$ cat config.mk
export PLATFORM = sky130hd
export DESIGN_NAME = pe_multislot
export DESIGN_NICKNAME = d
export VERILOG_FILES = /design/src/rtl/pe_pkg.sv /design/src/rtl/pe_mac.sv /design/src/rtl/pe_multislot.sv
export SDC_FILE = /design/constraint.sdc
export NUM_CORES = 1
export LEC_CHECK = 0
export ABC_AREA = 1
export CAP_MARGIN = 20
export CORE_UTILIZATION = 47
export CTS_BUF_LIST = sky130_fd_sc_hd__clkbuf_8
export DETAILED_ROUTE_END_ITERATION = 7
export PLACE_DENSITY_LB_ADDON = 0.25
export SLEW_MARGIN = 20
export SYNTH_ARGS = -nofsm -noshare
export SYNTH_HDL_FRONTEND = slang
export SYNTH_SLANG_ARGS = --single-unit
$ cat constraint.sdc
create_clock -name clk -period 6.3 [get_ports clk]
set_input_delay 1.26 -clock clk [delete_from_list [all_inputs] [get_ports clk]]
set_output_delay 1.26 -clock clk [all_outputs]
set_load 0.05 [all_outputs]
$ cat src/rtl/pe_pkg.sv
// Shared definitions for the multi-slot systolic PE: command codes, one-hot
// state encoding and top/bottom bus field offsets.
package pe_pkg;

  localparam logic [2:0] CMD_RSET = 3'd1;
  localparam logic [2:0] CMD_ALT2 = 3'd2;
  localparam logic [2:0] CMD_INTM = 3'd3;
  localparam logic [2:0] CMD_LOAD = 3'd4;
  localparam logic [2:0] CMD_MULT = 3'd5;
  localparam logic [2:0] CMD_SSEL = 3'd6;

  typedef enum logic [2:0] {
    ST_IDLE = 3'b001,
    ST_LOAD = 3'b010,
    ST_MULT = 3'b100
  } state_e;

  function automatic int cmd_lo(input int ww);
    return ww;
  endfunction

  function automatic int slot_lo(input int ww);
    return ww + 3;
  endfunction

  function automatic int idx_lo(input int ww, input int sw);
    return ww + 3 + sw;
  endfunction

  // The flag bit sits above every field, so all fields must fit below NB-1.
  function automatic bit layout_ok(input int nb, input int ww, input int sw, input int nid);
    return (nb - 1) >= (ww + 3 + sw + nid);
  endfunction

endpackage

$ cat src/rtl/pe_mac.sv
// Combinational signed multiply-add for the PE; wraps to OW bits by default,
// clamps to the OW-bit signed range when PE_MULTISLOT_SAT_EN is defined.
module pe_mac #(
  parameter int AW = 8,
  parameter int WW = 8,
  parameter int OW = 26
) (
  input  logic [AW-1:0] a,
  input  logic          mode,
  input  logic [WW-1:0] w,
  input  logic [OW-1:0] bias,
  output logic [OW-1:0] sum
);

  localparam int PW = AW + 1 + WW;
  localparam int FW = ((PW > OW) ? PW : OW) + 1;

  logic signed [AW:0]    a_ext;
  logic signed [WW-1:0]  w_s;
  logic signed [PW-1:0]  prod;
  logic signed [FW-1:0]  full;

  assign a_ext = {a[AW-1] & mode, a};
  assign w_s   = w;
  assign prod  = a_ext * w_s;
  assign full  = {{(FW-PW){prod[PW-1]}}, prod} + {{(FW-OW){bias[OW-1]}}, bias};

`ifdef PE_MULTISLOT_SAT_EN
  // In range exactly when every bit from OW-1 upward matches the sign.
  logic [FW-OW:0] hi;
  assign hi = full[FW-1:OW-1];
  always_comb begin
    sum = full[OW-1:0];
    if (!((&hi) || !(|hi))) begin
      sum = full[FW-1] ? {1'b1, {(OW-1){1'b0}}} : {1'b0, {(OW-1){1'b1}}};
    end
  end
`else
  assign sum = full[OW-1:0];
`endif

endmodule

$ cat src/rtl/pe_multislot.sv
// Systolic PE with NSLOT selectable weight slots. Optional saturating
// accumulate via PE_MULTISLOT_SAT_EN (handled inside pe_mac).
module pe_multislot
  import pe_pkg::*;
#(
  parameter int AW      = 8,
  parameter int WW      = 8,
  parameter int NB      = 27,
  parameter int NID     = 7,
  parameter int NSLOT   = 4,
  parameter int ROW_IDX = 0
) (
  input  logic          clk,
  input  logic          rst_n,
  input  logic [AW-1:0] A_in,
  input  logic [NB-1:0] B_in,
  output logic [AW-1:0] C_out,
  output logic [NB-1:0] D_out
);

  localparam int SW      = $clog2(NSLOT);
  localparam int CMD_LO  = cmd_lo(WW);
  localparam int SLOT_LO = slot_lo(WW);
  localparam int IDX_LO  = idx_lo(WW, SW);

  if (!layout_ok(NB, WW, SW, NID)) begin : g_bad_layout
    $error("pe_multislot: NB too narrow for weight/cmd/slot/idx fields");
  end
  if (NSLOT < 2 || (NSLOT & (NSLOT - 1)) != 0) begin : g_bad_nslot
    $error("pe_multislot: NSLOT must be a power of two >= 2");
  end

  logic           fl;
  logic [2:0]     cmd;
  logic [SW-1:0]  slot_f;
  logic [NID-1:0] idx_f;
  logic [WW-1:0]  wt_f;

  assign fl     = B_in[NB-1];
  assign cmd    = B_in[CMD_LO +: 3];
  assign slot_f = B_in[SLOT_LO +: SW];
  assign idx_f  = B_in[IDX_LO +: NID];
  assign wt_f   = B_in[WW-1:0];

  state_e        state_q, state_d;
  logic          mode_q, mode_d;
  logic [SW-1:0] act_q, act_d;
  logic [WW-1:0] slot_q [NSLOT];
  logic          clr, ld_en;
  logic [NB-1:0] d_d;
  logic [NB-2:0] sum;

  // The active slot is read from the register, so an SSEL only affects the next beat.
  pe_mac #(.AW(AW), .WW(WW), .OW(NB-1)) u_mac (
    .a    (A_in),
    .mode (mode_q),
    .w    (slot_q[act_q]),
    .bias (B_in[NB-2:0]),
    .sum  (sum)
  );

  always_comb begin
    state_d = state_q;
    mode_d  = mode_q;
    act_d   = act_q;
    d_d     = '0;
    clr     = 1'b0;
    ld_en   = 1'b0;
    if (fl && cmd == CMD_RSET) begin
      clr     = 1'b1;
      state_d = ST_IDLE;
      mode_d  = 1'b0;
      act_d   = '0;
      d_d     = B_in;
    end else begin
      unique case (state_q)
        ST_IDLE: begin
          if (fl) begin
            case (cmd)
              CMD_ALT2: begin mode_d = 1'b0; d_d = B_in; end
              CMD_INTM: begin mode_d = 1'b1; d_d = B_in; end
              CMD_LOAD: begin state_d = ST_LOAD; d_d = B_in; end
              CMD_MULT: begin state_d = ST_MULT; d_d = B_in; end
              CMD_SSEL: begin act_d = slot_f; d_d = B_in; end
              default:  d_d = '0;
            endcase
          end
        end
        ST_LOAD: begin
          if (fl && cmd == 3'd0 && idx_f == NID'(ROW_IDX)) begin
            ld_en   = 1'b1;
            state_d = ST_IDLE;
          end else begin
            d_d = B_in;
          end
        end
        ST_MULT: begin
          if (fl && cmd == CMD_ALT2) begin
            state_d = ST_IDLE;
            d_d     = B_in;
          end else if (fl && cmd == CMD_SSEL) begin
            act_d = slot_f;
            d_d   = B_in;
          end else begin
            d_d = {1'b0, sum};
          end
        end
        default: state_d = ST_IDLE;
      endcase
    end
  end

  always_ff @(posedge clk or negedge rst_n) begin
    if (!rst_n) begin
      state_q <= ST_IDLE;
      mode_q  <= 1'b0;
      act_q   <= '0;
      C_out   <= '0;
      D_out   <= '0;
    end else begin
      state_q <= state_d;
      mode_q  <= mode_d;
      act_q   <= act_d;
      C_out   <= A_in;
      D_out   <= d_d;
    end
  end

  always_ff @(posedge clk or negedge rst_n) begin
    if (!rst_n) begin
      for (int i = 0; i < NSLOT; i++) slot_q[i] <= '0;
    end else if (clr) begin
      for (int i = 0; i < NSLOT; i++) slot_q[i] <= '0;
    end else if (ld_en) begin
      slot_q[slot_f] <= wt_f;
    end
  end

endmodule

==> results.cfg, run 1 <==
[global_routing]
gr-usage-all-layers = 0.265
antenna_violations_before_repair = 0
grt_pass1_wl_um = 36800
largest_net_degree_at_the_start_of_global_routing = 74
overflow_left_after_global_routing = 0
first_global_vias = 6956

[die]
die_w_um = 135
coreArea_um2 = 17300
num_io_pins = 72
initial_core_utilization = 0.481
design.die.area_um2 = 18200
die-height_um = 135
rows = 48

[clocking]
cts_tree = built
clock_path_buffers = 2
cts_hold_repair.buffers = 0
clk-insertion-delay-late_ns = 0.38
cts.clk_slew.worst_paths_ns = 0.09
post_cts_buffers = 0
clock-root-buffer = clkbuf_8
cts_resized = 0
clkSinkCount = 73
cts_inserted_buffers = 9
htreeDepth = 3

[finish]
nFillCells = 1684
num-nets-final = 1353
final_layout_size_suffix_gt1_frac = 0.0488
antennaDiodeCount = 0
mostFrequentLayoutCells = nand2_1, inv_1, fa_1, nand3_1, nor2_1
design_area_um2 = 9670
syn2layout_area_growth_pct = 16.3
layout.cells.most_common = nand2_1

[synthesis]
synth.yosys.warnings = 0
postSynthNetCount = 1260
synth-seq-cells = 73
syn-cell-area_um2 = 8310
postSynthCellCount = 1049
netlist-cell-type-count = 31
avgSynthCellArea_um2 = 7.93
synth_seq_area_share = 0.220

[critical_path]
timing.critical_path.arrival_ns = 6.24
start_kind = input pin
crit_required_ns = 6.57
timing.critical_path.max_delay_family = adder cells
critical_path_peak_fanout = 8
worst_path_largest_cell_delay_ns = 0.59
end_kind = flip-flop
critical_path.slowest_cell = fa_1
timing.setup.critical_path_class = in2reg
path_buf_inv = 4
crit_path_cell_trace = clkdlybuf4s50_1 > nand2_1 > inv_1 > nand2_1 > fa_1 > inv_1 > buf_4 > fa_1 > fa_1 > fa_1 > ha_1 > ha_1 > nand4_1 > nor2_1 > nand3_1 > nand3_1 > nand2_1 > nand3_1 > nand2_1

[drt]
drt-initial-drc-count = 508
via_count = 7230
firstDrtPassIters = 5
drt-wirelength-per-cell_um = 16.3
routed_wl_um = 22400
drc = 0
vias_per_cell = 5.27
antenna_violation_net_count_after_detailed_routing = 0

[timing]
rsz0062_at_grt = false
timing.slew.headroom = 0.349
fmax_mhz = 168
fin_skew_ns = 0.0171
fin_crit_ns = 5.97
timing.final.crit_share = 0.947
worst_slew_pin_slew_ns = 0.977
endpoints_failing_setup = 0
final_max_slew_viol_count = 0
hold_viol_final = 0

[placement]
numPortBuffers = 71
routabilityCongestion = 0.958
total_cell_area_at_the_placement_stage_um2 = 9470
place.detailed.hpwl_um = 18200

[run]
max_cap_viol_count = 0

[hold_path]
hp-class = reg2reg

[outcome]
status = finished clean
registers in the layout, indices dropped and copies added, names as in the netlist:
signal   cells
act_q        2
state_q      3
mode_q       1
slot_q      32
C_out        8
D_out       27
cell usage after synthesis (all sizes together):
cell type    n  share of area
o22ai        1        0.00075
nor3         6         0.0050
and2         1        0.00075
o21ai       52          0.031
ha          59          0.089
buf          6         0.0054
nand2      274           0.12
nand3      114          0.069
xnor2        6         0.0063
clkbuf      10         0.0045
a31o         2         0.0021
fa         115           0.28
nor2        82          0.037
o211ai       2         0.0018
o21bai       4         0.0036
inv        194          0.088
dfstp        1         0.0032
a32oi        5         0.0053
nand3b       2         0.0018
nand4       10         0.0075
a21oi       29          0.017
dfrtp       72           0.22
xor2         2         0.0021
worst register-to-register path, stage by stage, from the launching register on:
cell      delay, ns
dfrtp_1        0.64
inv_1          0.28
nand3_1        0.15
nand2_1        0.21
inv_1          0.17
nand2_1        0.09
fa_1           0.54
fa_1           0.57
inv_1          0.07
fa_1           0.50
fa_1           0.44
fa_1           0.48
ha_1           0.40
nand2_1        0.08
nand2_1        0.09
inv_1          0.05
nand2_1        0.08
inv_1          0.05
o21bai_1       0.33
nand2_1        0.18
nand2_1        0.09
nand2_1        0.05
nand3_1        0.09
nand3_1        0.08
worst paths after layout:
| check | start | end | slack [ns] | cells past startpoint |
|---|---|---|---|---|
| worst max-delay path | A_in[7] | D_out[24]$_DFF_PN0_ | 0.33 | 19 |
| worst min-delay path | slot_q[30]$_DFFE_PN0P_ | slot_q[30]$_DFFE_PN0P_ | 0.48 | 2 |
| worst max register to register | act_q[1]$_DFFE_PN0P_ | D_out[16]$_DFF_PN0_ | 0.51 | 23 |
| worst min register to register | slot_q[30]$_DFFE_PN0P_ | slot_q[30]$_DFFE_PN0P_ | 0.48 | 2 |
| max in group asynchronous | rst_n | D_out[4]$_DFF_PN0_ | 4.63 | 1 |
| min in group asynchronous | rst_n | D_out[10]$_DFF_PN0_ | 1.04 | 1 |
logic make-up (layout without fill, tap and decap cells):
logic type,count (synthesis),count (layout),synth area share
fa+ha+maj,174,174,0.366
compound gates,95,95,0.0623
simple gates,489,489,0.246
buf+inv,210,308,0.0975
flops,73,73,0.220
xor+xnor,8,8,0.00843
layout make-up:
class / instances / area [um2] / area share
Clock buffer: 10 / 138 / 0.0142
Inverter: 194 / 728 / 0.0753
Sequential cell: 73 / 1830 / 0.189
Tap cell: 225 / 282 / 0.0291
Timing Repair Buffer: 98 / 948 / 0.0981
Clock inverter: 6 / 66.3 / 0.00686
Multi-Input combinational cell: 766 / 5680 / 0.587
per-layer routing:
layer | share of wire | up-vias | track usage
met5 | 0 | - | 0
li1 | - | 3465 | -
met1 | 0.43 | 3445 | 0.361
met2 | 0.48 | 283 | 0.432
met4 | 0.030 | 0 | 0.0993
met3 | 0.060 | 37 | 0.0353
through the flow:
stage / TNS [ns] / cells / hold slack (ns) / utilization / worst slack, ns
floorplan: 0 / 1049 / 0.442 / - / 0.393
global placement: -0.0715 / 1356 / 0.455 / 0.547 / -0.0715
detailed placement: -0.0366 / 1356 / 0.459 / 0.547 / -0.0366
CTS: 0 / 1372 / 0.480 / 0.559 / 0.345
global route: 0 / 1372 / 0.513 / 0.559 / 0.00317
finish: 0 / 1372 / 0.484 / 0.559 / 0.333
Power of run 1 is left out: the tool's default activity adds up to more than one toggle a clock period on the data nets, which glitch-free logic cannot reach.
==> inputs of run 2 (changes only) <==
Settings changed: HOLD_SLACK_MARGIN from default to 0.03, REMOVE_ABC_BUFFERS from default to 1.
==> results.cfg, run 2 (same netlist as run 1, synthesis figures left out) <==
[finish]
design_area_um2 = 9780
num-nets-final = 1363
largest_reg_flops = 32
antennaDiodeCount = 0
largest_register = slot_q
mostFrequentLayoutCells = nand2_1, inv_1, nand3_1, fa_1, nor2_1
nFillCells = 1633
final_layout_size_suffix_gt1_frac = 0.0614
largest_registers = slot_q (32), D_out (27), C_out (8)
finish.utilization = 0.565
syn2layout_area_growth_pct = 17.6
layout.cells.most_common = nand2_1

[critical_path]
timing.critical_path.to = D_out[21]$_DFF_PN0_
crit_top_cell = nand2_1
worst_path_largest_cell_delay_ns = 0.66
timing.critical_path.arrival_ns = 6.32
path_buf_inv = 4
timing.critical_path.max_delay_family = adder cells
internal_reg_to_reg_setup_slack_ns = 0.51
critical_path.slowest_cell = fa_2
worstReg2RegStart = act_q[0]$_DFFE_PN0P_
rr_endpoint = D_out[20]$_DFF_PN0_
ff2ff_path_depth = 24
critical_path_peak_fanout = 8
crit_path_cell_trace = clkdlybuf4s50_1 > nand2_1 > inv_1 > nand2_1 > fa_2 > fa_2 > clkinvlp_4 > fa_1 > fa_1 > ha_1 > ha_1 > nand2_1 > inv_1 > nand2_1 > nor2_1 > nand4_1 > nand3_1 > nor2_1 > o21ai_0
critical_path_cell_count = 19
timing.setup.critical_path_class = in2reg
start_kind = input pin
crit_path_start = A_in[7]
crit_required_ns = 6.58
end_kind = flip-flop

[timing]
hold_viol_final = 0
timing.final.crit_share = 0.959
worst_slew_pin_slew_ns = 0.975
fmax_mhz = 166
final_max_slew_viol_count = 0
fin_crit_ns = 6.04
timing.slew.headroom = 0.350
rsz0062_at_grt = false
endpoints_failing_setup = 0
fin_skew_ns = 0.0161

[clocking]
clk-insertion-delay-late_ns = 0.39
cts_tree = built
clock_path_buffers = 2
clkSinkCount = 73
htreeDepth = 3
clock-root-buffer = clkbuf_8
cts_inserted_buffers = 9
cts.clk_slew.worst_paths_ns = 0.08

[die]
rows = 48
coreArea_um2 = 17300
design.die.area_um2 = 18200
num_io_pins = 72
die_w_um = 135
die-height_um = 135
initial_core_utilization = 0.481

[global_routing]
grt_pass1_wl_um = 37500
first_global_vias = 7184
gr-usage-all-layers = 0.273
largest_net_degree_at_the_start_of_global_routing = 74
antenna_violations_before_repair = 0
overflow_left_after_global_routing = 0

[outcome]
status = finished clean

[placement]
place.detailed.hpwl_um = 18700
routabilityCongestion = 0.959
total_cell_area_at_the_placement_stage_um2 = 9530
numPortBuffers = 71

[hold_path]
worst_hold_startpoint = slot_q[24]$_DFFE_PN0P_
hp-class = reg2reg

[drt]
firstDrtPassIters = 5
drc = 0
vias_per_cell = 5.30
via_count = 7329
drt-wirelength-per-cell_um = 16.6
antenna_violation_net_count_after_detailed_routing = 0
drt-initial-drc-count = 521
routed_wl_um = 22900

[run]
max_cap_viol_count = 0
-- run 2: metal layers --
| layer | global-route usage | wire, um | vias to the layer above |
|---|---|---|---|
| met3 | 0.0409 | 1480 | 43 |
| met1 | 0.377 | 9970 | 3530 |
| li1 | - | - | 3478 |
| met4 | 0.0999 | 621 | 0 |
| met2 | 0.436 | 10800 | 278 |
| met5 | 0 | 0 | - |
-- run 2: cell type report --
cell class,instances,area (um2),area share
Clock buffer,9,124,0.0127
Clock inverter,7,95.1,0.00973
Inverter,194,732,0.0749
Multi-Input combinational cell,766,5690,0.582
Sequential cell,73,1830,0.187
Tap cell,225,282,0.0288
Timing Repair Buffer,108,1020,0.105
-- run 2: what timing repair did --
action	in CTS	in global routing
setup buffers	0	1
setup endpoints to repair	0	3
resized for setup	0	5
hold endpoints to repair	0	0
hold buffers	0	0
-- run 2: worst min path at each step --
stage / to / slack, ns / depth (start not counted)
final: slot_q[24]$_DFFE_PN0P_ / 0.48 / 2
after global routing: slot_q[25]$_DFFE_PN0P_ / 0.49 / 2
after CTS: slot_q[28]$_DFFE_PN0P_ / 0.48 / 2
after detailed placement: slot_q[28]$_DFFE_PN0P_ / 0.46 / 2
after global placement: slot_q[29]$_DFFE_PN0P_ / 0.46 / 2
after floorplan: slot_q[24]$_DFFE_PN0P_ / 0.44 / 2
-- run 2: metrics by stage --
stage	setup slack (ns)	hold slack (ns)	cells	TNS, ns
2_1_floorplan	-0.0518	0.442	1033	-0.127
3_3_place_gp	-0.0514	0.457	1365	-0.0593
3_5_place_dp	-0.0783	0.459	1365	-0.0824
4_1_cts	0.266	0.480	1381	0
5_1_grt	0.00584	0.491	1382	0
6_report	0.258	0.482	1382	0
-- run 2: worst reg2reg max path, delay by kind of cell, from the launching register on --
kind / cells / cell delay [ns]
compound gates: 1 / 0.28
fa+ha+maj: 6 / 2.94
buf+inv: 5 / 0.80
flops: 1 / 0.39
simple gates: 12 / 1.26
Power of run 2 is left out for the same reason.
==> RTL change, RTL diff (config.mk and constraints of run 1) <==
The 3 states of `state_e` get a binary encoding in 2 bits. Comments in the files are not updated.
--- a/src/rtl/pe_pkg.sv
+++ b/src/rtl/pe_pkg.sv
@@ -9,10 +9,10 @@
   localparam logic [2:0] CMD_MULT = 3'd5;
   localparam logic [2:0] CMD_SSEL = 3'd6;
 
-  typedef enum logic [2:0] {
-    ST_IDLE = 3'b001,
-    ST_LOAD = 3'b010,
-    ST_MULT = 3'b100
+  typedef enum logic [1:0] {
+    ST_IDLE = 2'd0,
+    ST_LOAD = 2'd1,
+    ST_MULT = 2'd2
   } state_e;
 
   function automatic int cmd_lo(input int ww);
Behaviour: no difference found for any inputs over 4 cycles, from zero or initial values and one cycle with rst_n low; so few cycles prove little.
==> RTL change against run 1 <==
Hold slack gained 0.0036 ns. Area after synthesis shrank 0.18%. Non-clock buffer count grew 4. Cell area is essentially flat. Sequential cell count shrank 1. Setup slack gained 0.091 ns. Wire length grew 0.18%. Fmax grew 1.5%. Critical endpoint is now D_out[21].
Power is not shown: default switching activity piles up to over one toggle a cycle in this logic, so the estimate is an artifact.
==> RTL change: results (changes against run 1) <==
Clocking
  – # Post-CTS Setup Buffers: 0 (unchanged)
  – Worst-path clk slew: 0.09 ns (about the same)
  – Clock root cell: clkbuf_8 (unchanged)
  – Skew-Pair Late Insertion Delay: 0.39 ns
  – Clock Tree Buf Depth: 2 (unchanged)

Die
  – Core area: 0.01730 mm2 (unchanged)

Finish
  – Largest regs: slot_q (32), D_out (27), C_out (8) (unchanged)
  – Final non-filler cell total: 1352 (was 1372)
  – Fraction of layout cells with a size suffix above 1: 7.187% (was 4.882%)
  – Layout Nets: 1333 (was 1353)
  – Fill cells: 1641 (was 1684)
  – ANT cells: 0 (unchanged)

Yosys
  – Register area share after synthesis: 21.71% (was 21.99%)
  – Synth Area in Adders: 36.64% (was 36.57%)
  – Count of cell types in the netlist: 41 (was 31)
  – XOR/XNOR Fraction of Synth Area: 0.5277% (was 0.8427%)
  – Synth top cells by count: nand2_1 (254), inv_1 (196), fa_1 (115) (was nand2_1 (273), inv_1 (190), fa_1 (115))
  – Syn Area/Cell: 8.113 um2 (was 7.926 um2)
  – Asr flop ratio synth: 100.0% (unchanged)
  – Ranking of synthesized cells by area: fa_1 (28%), dfrtp_1 (22%), nand2_1 (11%) (was fa_1 (28%), dfrtp_1 (22%), nand2_1 (12%))
  – Syn nets: 1234 (was 1260)
  – Compound-Gate Fraction of Synth Area: 7.357% (was 6.230%)
  – Most used DFF post-synth: dfrtp_1 (unchanged)

Timing
  – Worst clock skew: 0.009785 ns (was 0.01709 ns)
  – Worst slew margin: 37.05% (was 34.87%)
  – Max frequency: 170.2 MHz (was 167.6 MHz)
  – WHS: 0.4874 ns (was 0.4838 ns)

Placed design
  – Placed instance area: 0.009467 mm2 (unchanged)
  – Port Buffers: 71 (unchanged)
  – GPL Wtd Cong: 0.9709 (was 0.9580)
  – Hpwl dp: 18.59 mm (was 18.22 mm)
  – Place WS: 0.001267 ns (was -0.03656 ns)

Global routing
  – Number of global-route vias before repair: 6972 (was 6956)
  – Largest net degree at the start of global routing: 73 (was 74)
  – Tot GR Track Use: 26.81% (was 26.54%)
  – First-pass GRT wire length: 36.77 mm (was 36.83 mm)
  – Met1 global-route usage: 35.89% (was 36.11%)
  – Antenna violations before repair: 0 (unchanged)
  – Met3 Usage GRT: 3.716% (was 3.529%)
  – Met2 Resource Use GR: 45.33% (was 43.24%)

Drt
  – Met2 Routed Length: 11.03 mm (was 10.83 mm)
  – DRT met1 WL: 9.949 mm (was 9.538 mm)
  – Drt pass-1 iters: 6 (was 5)
  – Iter 0 DRT Violations: 549 (was 508)
  – Uppermost layer routed: met4 (unchanged)
  – Length of routed met3 wiring: 875 um (was 1.343 mm)
  – Average wire per standard cell: 16.58 um (was 16.31 um)
  – Routed vias/inst: 5.194 (was 5.270)

Worst hold path
  – Worst Hold Class: flop to flop (unchanged)

Outcome
  – Outcome: finished clean (unchanged)

Setup path
  – R2R Setup Slk: 0.66 ns (was 0.51 ns)
  – CP top delay family: adder cells (unchanged)
  – Critical Path Fanout Max: 8 (unchanged)
  – Slowest-stage cell, CP: fa_1 (unchanged)
  – Worst EP arrival: 6.15 ns (was 6.24 ns)
RTL change: cell families after synthesis:
kind of cell,count (synthesis)
simple gates,456
buf+inv,214
fa+ha+maj,174
compound gates,102
flops,72
xor+xnor,5
RTL change: path summary, 6_finish.rpt:
| kind | startpoint | to | depth (start not counted) |
|---|---|---|---|
| min in group asynchronous | rst_n | slot_q[18] | 1 |
| hold / removal | slot_q[24] | slot_q[24] | 2 |
| max in group asynchronous | rst_n | D_out[20] | 1 |
| setup / recovery | A_in[7] | D_out[21] | 20 |
| setup reg to reg | act_q[0] | D_out[13] | 24 |
| hold reg to reg | slot_q[24] | slot_q[24] | 2 |
RTL change: final cells by class:
type	count	area, um2	area share (%)
Multi-Input combinational cell	737	5667	58.54
Timing Repair Buffer	102	965.9	9.979
Tap cell	225	281.5	2.908
Clock inverter	7	88.84	0.9178
Clock buffer	9	123.9	1.280
Sequential cell	72	1802	18.61
Inverter	200	750.7	7.756
